==> config.mk <==
export PLATFORM = sky130hd
export DESIGN_NAME = mem_port_arbiter_flat
export DESIGN_NICKNAME = d
export VERILOG_FILES = /design/src/rtl/mem_port_arbiter_if.sv /design/src/rtl/mem_port_arbiter.sv /design/src/flat_wrapper.sv
export SDC_FILE = /design/constraint.sdc
export NUM_CORES = 1
export LEC_CHECK = 0
export ABC_AREA = 1
export CORE_ASPECT_RATIO = 0.9
export CORE_MARGIN = 2
export CORE_UTILIZATION = 25
export DETAILED_ROUTE_END_ITERATION = 16
export HOLD_SLACK_MARGIN = 0.1
export PLACE_DENSITY = 0.88
export SYNTH_ARGS = -nofsm -noshare
export SYNTH_HDL_FRONTEND = slang
export SYNTH_SLANG_ARGS = --single-unit
==> constraint.sdc <==
create_clock -name clk -period 3.1 [get_ports clk]
set_clock_uncertainty 0.2 [all_clocks]
set_input_delay 0.62 -clock clk [delete_from_list [all_inputs] [get_ports clk]]
set_output_delay 0.62 -clock clk [all_outputs]
set_load 0.02 [all_outputs]
==> src/rtl/mem_port_arbiter_if.sv <==
// ---------------------------------------------------------------------------
// mem_port_arbiter_if
//   Bundles the two requester command/response channels and the memory
//   command/data signals that surround mem_port_arbiter.
//
//   Requester channel (x = a | b):
//     x_valid      command valid (requester drives)
//     x_ready      command accepted this cycle (arbiter drives)
//     x_we         1 = write, 0 = read
//     x_addr       command address
//     x_wdata      write data
//     x_rsp_valid  one-cycle read response pulse (arbiter drives)
//     x_rsp_data   read response data (arbiter drives)
//   Memory side:
//     mem_we / mem_re / mem_addr / mem_wdata   command to the memory
//     mem_rdata    registered memory output, valid one cycle after mem_re
//
//   Modports:
//     slave  - the arbiter's view
//     master - the surrounding environment (requesters plus memory)
// ---------------------------------------------------------------------------
interface mem_port_arbiter_if #(
    parameter int DATA_WIDTH = 8,
    parameter int ADDR_WIDTH = 6
);
    logic                  a_valid;
    logic                  a_ready;
    logic                  a_we;
    logic [ADDR_WIDTH-1:0] a_addr;
    logic [DATA_WIDTH-1:0] a_wdata;
    logic                  a_rsp_valid;
    logic [DATA_WIDTH-1:0] a_rsp_data;

    logic                  b_valid;
    logic                  b_ready;
    logic                  b_we;
    logic [ADDR_WIDTH-1:0] b_addr;
    logic [DATA_WIDTH-1:0] b_wdata;
    logic                  b_rsp_valid;
    logic [DATA_WIDTH-1:0] b_rsp_data;

    logic                  mem_we;
    logic                  mem_re;
    logic [ADDR_WIDTH-1:0] mem_addr;
    logic [DATA_WIDTH-1:0] mem_wdata;
    logic [DATA_WIDTH-1:0] mem_rdata;

    modport slave (
        input  a_valid, a_we, a_addr, a_wdata,
        output a_ready, a_rsp_valid, a_rsp_data,
        input  b_valid, b_we, b_addr, b_wdata,
        output b_ready, b_rsp_valid, b_rsp_data,
        output mem_we, mem_re, mem_addr, mem_wdata,
        input  mem_rdata
    );

    modport master (
        output a_valid, a_we, a_addr, a_wdata,
        input  a_ready, a_rsp_valid, a_rsp_data,
        output b_valid, b_we, b_addr, b_wdata,
        input  b_ready, b_rsp_valid, b_rsp_data,
        input  mem_we, mem_re, mem_addr, mem_wdata,
        output mem_rdata
    );
endinterface

==> src/rtl/mem_port_arbiter.sv <==
// ---------------------------------------------------------------------------
// mem_port_arbiter
//   Round-robin arbiter sharing one single-port synchronous memory between
//   two requesters (A = index 0, B = index 1). Commands are granted within
//   the cycle they are presented, one per cycle; reads return exactly one
//   cycle after acceptance on the owning requester's response channel.
//
// Ports:
//   clk    rising-edge clock
//   rst_b  synchronous reset, active low
//   bus    mem_port_arbiter_if.slave: both requester channels + memory side
// ---------------------------------------------------------------------------
module mem_port_arbiter #(
    parameter int DATA_WIDTH = 8,
    parameter int ADDR_WIDTH = 6
) (
    input  logic                   clk,
    input  logic                   rst_b,
    mem_port_arbiter_if.slave      bus
);
    localparam int NUM_REQ = 2;

    // Requester inputs gathered into arrays so per-requester logic can be
    // generated uniformly.
    logic                  req_valid [NUM_REQ];
    logic                  req_we    [NUM_REQ];
    logic [ADDR_WIDTH-1:0] req_addr  [NUM_REQ];
    logic [DATA_WIDTH-1:0] req_wdata [NUM_REQ];

    assign req_valid[0] = bus.a_valid;
    assign req_we[0]    = bus.a_we;
    assign req_addr[0]  = bus.a_addr;
    assign req_wdata[0] = bus.a_wdata;
    assign req_valid[1] = bus.b_valid;
    assign req_we[1]    = bus.b_we;
    assign req_addr[1]  = bus.b_addr;
    assign req_wdata[1] = bus.b_wdata;

    // State: last granted id (0=A, 1=B), read pending flag and its owner.
    logic last_grant_reg, last_grant_next;
    logic rd_pend_reg,    rd_pend_next;
    logic rd_owner_reg,   rd_owner_next;

    logic [NUM_REQ-1:0] grant;
    logic [NUM_REQ-1:0] we_hit;
    logic [NUM_REQ-1:0] re_hit;
    logic [NUM_REQ-1:0] rsp_valid;
    logic               any_grant;
    logic               grant_id;
    logic               mem_re_int;

    // Grant: a lone requester always wins; on a tie the requester that was
    // not granted last wins. Reset suppresses every grant.
    always_comb begin
        grant = '0;
        if (rst_b) begin
            if (req_valid[0] && (!req_valid[1] || last_grant_reg)) begin
                grant[0] = 1'b1;
            end else if (req_valid[1]) begin
                grant[1] = 1'b1;
            end
        end
    end

    assign any_grant = |grant;
    assign grant_id  = grant[1];

    // Per-requester command decode. AND-ing with the grant bit first keeps an
    // unknown we on an ungranted requester from reaching mem_we/mem_re.
    generate
        for (genvar gi = 0; gi < NUM_REQ; gi++) begin : g_req
            assign we_hit[gi]    = grant[gi] &  req_we[gi];
            assign re_hit[gi]    = grant[gi] & ~req_we[gi];
            assign rsp_valid[gi] = rst_b & rd_pend_reg & (rd_owner_reg == 1'(gi));
        end
    endgenerate

    assign mem_re_int = |re_hit;

    // Address/data mux selects on grant[1] only, so with no grant (or with A
    // granted) the A payload is presented and B's payload never leaks out.
    assign bus.mem_we    = |we_hit;
    assign bus.mem_re    = mem_re_int;
    assign bus.mem_addr  = grant[1] ? req_addr[1]  : req_addr[0];
    assign bus.mem_wdata = grant[1] ? req_wdata[1] : req_wdata[0];

    assign bus.a_ready = grant[0];
    assign bus.b_ready = grant[1];

    // Memory output is registered, so the response needs no extra pipeline:
    // it is simply routed to whichever requester issued last cycle's read.
    assign bus.a_rsp_valid = rsp_valid[0];
    assign bus.b_rsp_valid = rsp_valid[1];
    assign bus.a_rsp_data  = bus.mem_rdata;
    assign bus.b_rsp_data  = bus.mem_rdata;

    always_comb begin
        last_grant_next = last_grant_reg;
        rd_owner_next   = rd_owner_reg;
        rd_pend_next    = mem_re_int;
        if (any_grant) begin
            last_grant_next = grant_id;
            rd_owner_next   = grant_id;
        end
    end

    // Reset restores last_grant to B so that A wins the first tie, and drops
    // any read accepted just before reset.
    always_ff @(posedge clk) begin
        if (!rst_b) begin
            last_grant_reg <= 1'b1;
            rd_pend_reg    <= 1'b0;
            rd_owner_reg   <= 1'b0;
        end else begin
            last_grant_reg <= last_grant_next;
            rd_pend_reg    <= rd_pend_next;
            rd_owner_reg   <= rd_owner_next;
        end
    end
endmodule

==> src/flat_wrapper.sv <==
// flat-port wrapper written by rule: the top's interface ports become plain ports
module mem_port_arbiter_flat 
#(
    parameter int DATA_WIDTH = 8,
    parameter int ADDR_WIDTH = 6
)
  (clk, rst_b, bus_a_valid, bus_a_we, bus_a_addr, bus_a_wdata, bus_a_ready, bus_a_rsp_valid, bus_a_rsp_data, bus_b_valid, bus_b_we, bus_b_addr, bus_b_wdata, bus_b_ready, bus_b_rsp_valid, bus_b_rsp_data, bus_mem_we, bus_mem_re, bus_mem_addr, bus_mem_wdata, bus_mem_rdata);
  mem_port_arbiter_if #(.DATA_WIDTH(DATA_WIDTH), .ADDR_WIDTH(ADDR_WIDTH)) bus_i ();
  input  logic clk;
  input  logic rst_b;
  input wire logic [$bits(bus_i.a_valid)-1:0] bus_a_valid;
  input wire logic [$bits(bus_i.a_we)-1:0] bus_a_we;
  input wire logic [$bits(bus_i.a_addr)-1:0] bus_a_addr;
  input wire logic [$bits(bus_i.a_wdata)-1:0] bus_a_wdata;
  output wire logic [$bits(bus_i.a_ready)-1:0] bus_a_ready;
  output wire logic [$bits(bus_i.a_rsp_valid)-1:0] bus_a_rsp_valid;
  output wire logic [$bits(bus_i.a_rsp_data)-1:0] bus_a_rsp_data;
  input wire logic [$bits(bus_i.b_valid)-1:0] bus_b_valid;
  input wire logic [$bits(bus_i.b_we)-1:0] bus_b_we;
  input wire logic [$bits(bus_i.b_addr)-1:0] bus_b_addr;
  input wire logic [$bits(bus_i.b_wdata)-1:0] bus_b_wdata;
  output wire logic [$bits(bus_i.b_ready)-1:0] bus_b_ready;
  output wire logic [$bits(bus_i.b_rsp_valid)-1:0] bus_b_rsp_valid;
  output wire logic [$bits(bus_i.b_rsp_data)-1:0] bus_b_rsp_data;
  output wire logic [$bits(bus_i.mem_we)-1:0] bus_mem_we;
  output wire logic [$bits(bus_i.mem_re)-1:0] bus_mem_re;
  output wire logic [$bits(bus_i.mem_addr)-1:0] bus_mem_addr;
  output wire logic [$bits(bus_i.mem_wdata)-1:0] bus_mem_wdata;
  input wire logic [$bits(bus_i.mem_rdata)-1:0] bus_mem_rdata;
  assign bus_i.a_valid = bus_a_valid;
  assign bus_i.a_we = bus_a_we;
  assign bus_i.a_addr = bus_a_addr;
  assign bus_i.a_wdata = bus_a_wdata;
  assign bus_a_ready = bus_i.a_ready;
  assign bus_a_rsp_valid = bus_i.a_rsp_valid;
  assign bus_a_rsp_data = bus_i.a_rsp_data;
  assign bus_i.b_valid = bus_b_valid;
  assign bus_i.b_we = bus_b_we;
  assign bus_i.b_addr = bus_b_addr;
  assign bus_i.b_wdata = bus_b_wdata;
  assign bus_b_ready = bus_i.b_ready;
  assign bus_b_rsp_valid = bus_i.b_rsp_valid;
  assign bus_b_rsp_data = bus_i.b_rsp_data;
  assign bus_mem_we = bus_i.mem_we;
  assign bus_mem_re = bus_i.mem_re;
  assign bus_mem_addr = bus_i.mem_addr;
  assign bus_mem_wdata = bus_i.mem_wdata;
  assign bus_i.mem_rdata = bus_mem_rdata;
  mem_port_arbiter #(.DATA_WIDTH(DATA_WIDTH), .ADDR_WIDTH(ADDR_WIDTH)) u_core (.clk(clk), .rst_b(rst_b), .bus(bus_i));
endmodule
After elaboration in Yosys (flattened, before gate mapping). Cells that the tools add are included.

Mux-type cells: 6. Bitwise operators: 10. Reductions and logical operators: 6.

Operators by type and width (number): two-way mux 8 bit (1); AND 1 bit (7); two-way mux 6 bit (1); OR reduction 2 bit (3); two-way mux 1 bit (3); NOT 1 bit (3); two-way mux 2 bit (1); logical AND 1 bit (1); zero test 1 bit (1); logical OR 1 bit (1).

Bits in registers: 3. Input bits: 42. Output and inout bits: 36. Word-level logic and storage cells: 25.

Depth between registers and ports, before layout. Gate-level depths: netlist of the first run.

Depth after elaboration: 7. Gate-level depth with buffers: 7. Mapped depth without buffers: 6.

Worst setup path before layout of the first run. OpenSTA, ideal clock, no wires.

Path kind: in2out. Start point: in bus_b_valid. End point: out bus_a_ready. Arrival time: 1239 ps. Required time: 2280 ps. Path slack: 1041 ps. Cell stages on the path: 4. Path buffers: 1. Cells stage by stage: nand2_2 nand2_4 buf_6 nor2_1.

Longest elaborated chain between the ends: 5.

RTL lines: from (decl) (line flat_wrapper.sv:18) `input wire logic [$bits(bus_i.b_valid)-1:0] bus_b_valid;`; zero test 1 bit (line mem_port_arbiter.sv:57) `if (req_valid[0] && (!req_valid[1] || last_grant_reg)) begin`; logical OR 1 bit (line mem_port_arbiter.sv:57); logical AND 1 bit (line mem_port_arbiter.sv:57); two-way mux 1 bit (line mem_port_arbiter.sv:57); two-way mux 2 bit (line mem_port_arbiter.sv:56) `if (rst_b) begin`; to (decl) (line flat_wrapper.sv:15) `output wire logic [$bits(bus_i.a_ready)-1:0] bus_a_ready;`.

Every way passes these cells.

Final worst setup path of the first run.
Start point: in bus_b_valid. End point: out bus_b_ready.

Longest elaborated chain between the ends: 5. Elaborated cells on any way between the ends: 6. Those cells by class: 3 x mux; 3 x reduce/logical.

RTL lines: zero test 1 bit (line mem_port_arbiter.sv:57); logical OR 1 bit (line mem_port_arbiter.sv:57); logical AND 1 bit (line mem_port_arbiter.sv:57); two-way mux 1 bit (*) (line mem_port_arbiter.sv:57); two-way mux 2 bit (*) (line mem_port_arbiter.sv:56); to (decl) (line flat_wrapper.sv:22) `output wire logic [$bits(bus_i.b_ready)-1:0] bus_b_ready;`.

Mark *: on every way between the ends. The rest lies on a longest branch, timed or not.

==> run metrics, run 1 <==
clk sinks 3; Final Cell Area about 1100 sq um; # rows 15; Die ar. around 2500 sq um; Worst Path Required approximately 2300 ps; global-route wire length before repair between 2000 and 3000 microns; hpwl dp between 1000 and 1500 microns; unrepaired setup endpoints after global routing false; Worst EP arrival 2210 ps; Worst-Skew Late Latency 230 ps; CP endpoint kind output port; GRT Total Usage 14.87%; width of the die between 50 and 60 microns; Placed Area ~1000 sq um; max-slew violations 0; Final #Nets roughly 170; PD cells 244.9 nW/um^2; Vias between 600 and 700; final hold slack between 300 and 400 ps; Distinct cells, synth 16; largest net degree at the start of global routing 19; input/output buffers 53; status completed; CTS tree yes; register area share after synthesis 11.32%; Max Cap Viol 0; P&R area growth vs syn 99.53%; Max-slew headroom roughly 84%; antenna violations before repair 0; post-synthesis cell count 88; Initial DRC Count 7; syn_nets 130; Placer Congestion a little under 0.8; Vias per Instance approximately 4.5; Leak Pwr around 0.00063 uW; synth warn 0; Fin. Hold Viols 0; Post-Syn Area roughly 530 sq um; layout cells sized above 1 approximately 12%; Final Setup Violations 0; crit path kind in2out; Fillers approximately 190; Clock Path Buffers 2; vias in the first global route 627; Startpoint Class primary input; clock slew at reported path FFs about 30 ps; f_max 330.5 MHz; Mean Syn Cell Area roughly 6.0 sq um; DRT Pass-1 Iters 6; Yosys reg bits 3; min cycle time layout between 3000 and 4000 ps; drt total wl between 1500 and 2000 microns; Initial Utilization a little over a quarter; diode count 0; Sum Neg Setup Slack 0 ps; Hold WC Path Type reg2reg; # IOs 78; Peak supply drop about 0.13 mV; drt wl/cell between 10 and 15 microns; CTS root buf clkbuf_4; number of setup buffers added after CTS 0; worst slew pin tran between 200 and 250 ps; total congestion overflow 0; Final period util 97.61%; CTS Buf Count 3; drt drc 0; Die Ht around 48 microns; Post-DRT Antenna Nets 0; worst-path fanout max 18; H-Tree Depth 1; placeable core area 1952 sq um
## cell usage in the layout (no fill, tap or decap), drive strengths merged
cell and instances:
dlymetal6s2s 15, nor2 3, nand4 2, o211ai 1, clkinv 1, dlygate4sd2 1
dfxtp 3, inv 5, nand2 36, clkdlybuf4s50 37, o21ai 1, a21oi 1
nand3b 1, nand3 15, buf 4, clkbuf 4
## cells in the mapped netlist
master | count | share of area [%]
o21ai_0 | 1 | 0.94
nand2_2 | 5 | 5.9
nand2_4 | 2 | 4.2
buf_6 | 2 | 4.2
nand2_1 | 29 | 21
dfxtp_1 | 3 | 11
o211ai_1 | 1 | 1.4
nand3_1 | 15 | 14
a21oi_1 | 1 | 0.94
buf_4 | 16 | 23
nand3b_1 | 1 | 1.4
clkinv_4 | 1 | 1.7
nor2_1 | 3 | 2.1
inv_1 | 5 | 3.5
clkbuf_8 | 1 | 2.6
nand4_1 | 2 | 2.4
## power by group
part	switching, uW	internal (uW)	leakage (uW)	total (uW)
combinational	67.1	80.8	0.000587	148
sequential	1.10	41.6	0.0000249	42.7
clock	20.4	48.2	0.0000150	68.6
total	88.6	171	0.000627	259
## final timing paths
kind / start / to / slack, ps / depth (start not counted)
setup / recovery: bus_b_valid / bus_b_ready / 70 / 6
hold / removal: u_core.last_grant_reg / u_core.last_grant_reg / 310 / 2
setup reg to reg: u_core.last_grant_reg / u_core.rd_pend_reg / 2010 / 5
hold reg to reg: u_core.last_grant_reg / u_core.last_grant_reg / 310 / 2
## logic make-up after synthesis
| family | after synthesis | synth area share [%] |
|---|---|---|
| flops | 3 | 11.32 |
| compound gates | 3 | 3.301 |
| buf+inv | 25 | 34.67 |
| simple gates | 57 | 50.71 |
## worst max-delay path: stages
cell and delay (ps):
clkdlybuf4s50_1 540, nand2_2 120, nand2_8 150, nand2_8 110, inv_1 70, clkdlybuf4s50_1 600
## repair_timing
item / in CTS / in global routing
gates resized for setup: 2 / 16
setup endpoints to repair: 12 / 16
hold buffers: 0 / 0
gates cloned: 0 / 0
## metal layers
layer	wire length (microns)	track usage [%]	vias up
li1	-	-	351
met3	188	4.375	6
met4	47	11.28	0
met5	0	0	-
met1	637	14.53	299
met2	980	27.25	37
## metrics by stage
stage / util (%) / worst slack, ps / total power [uW] / std cells
2_1_floorplan: - / 1041 / 134.9 / 88
3_3_place_gp: 50.13 / 35.54 / 189.7 / 151
3_5_place_dp: 50.13 / -51.85 / 192.1 / 151
4_1_cts: 51.86 / 7.142 / 264.5 / 155
5_1_grt: 54.23 / 12.88 / 274.1 / 155
6_report: 54.23 / 74.05 / 259.2 / 155
## area by class of cell
type                            instances  area, sq um  area share [%]
Sequential cell                         3        60.06           5.674
Clock buffer                            4        26.28           2.482
Multi-Input combinational cell         60        304.0           28.72
Inverter                                6        27.53           2.600
Timing Repair Buffer                   57        609.3           57.56
Tap cell                               25        31.28           2.955
Power figures use the tool's default switching activity.
==> run 2, diff against run 1 <==
Settings changed: CTS_CLUSTER_SIZE set to 24.
==> results of run 2 <==
Final layout, timing and power as in run 1 (identical DEF).
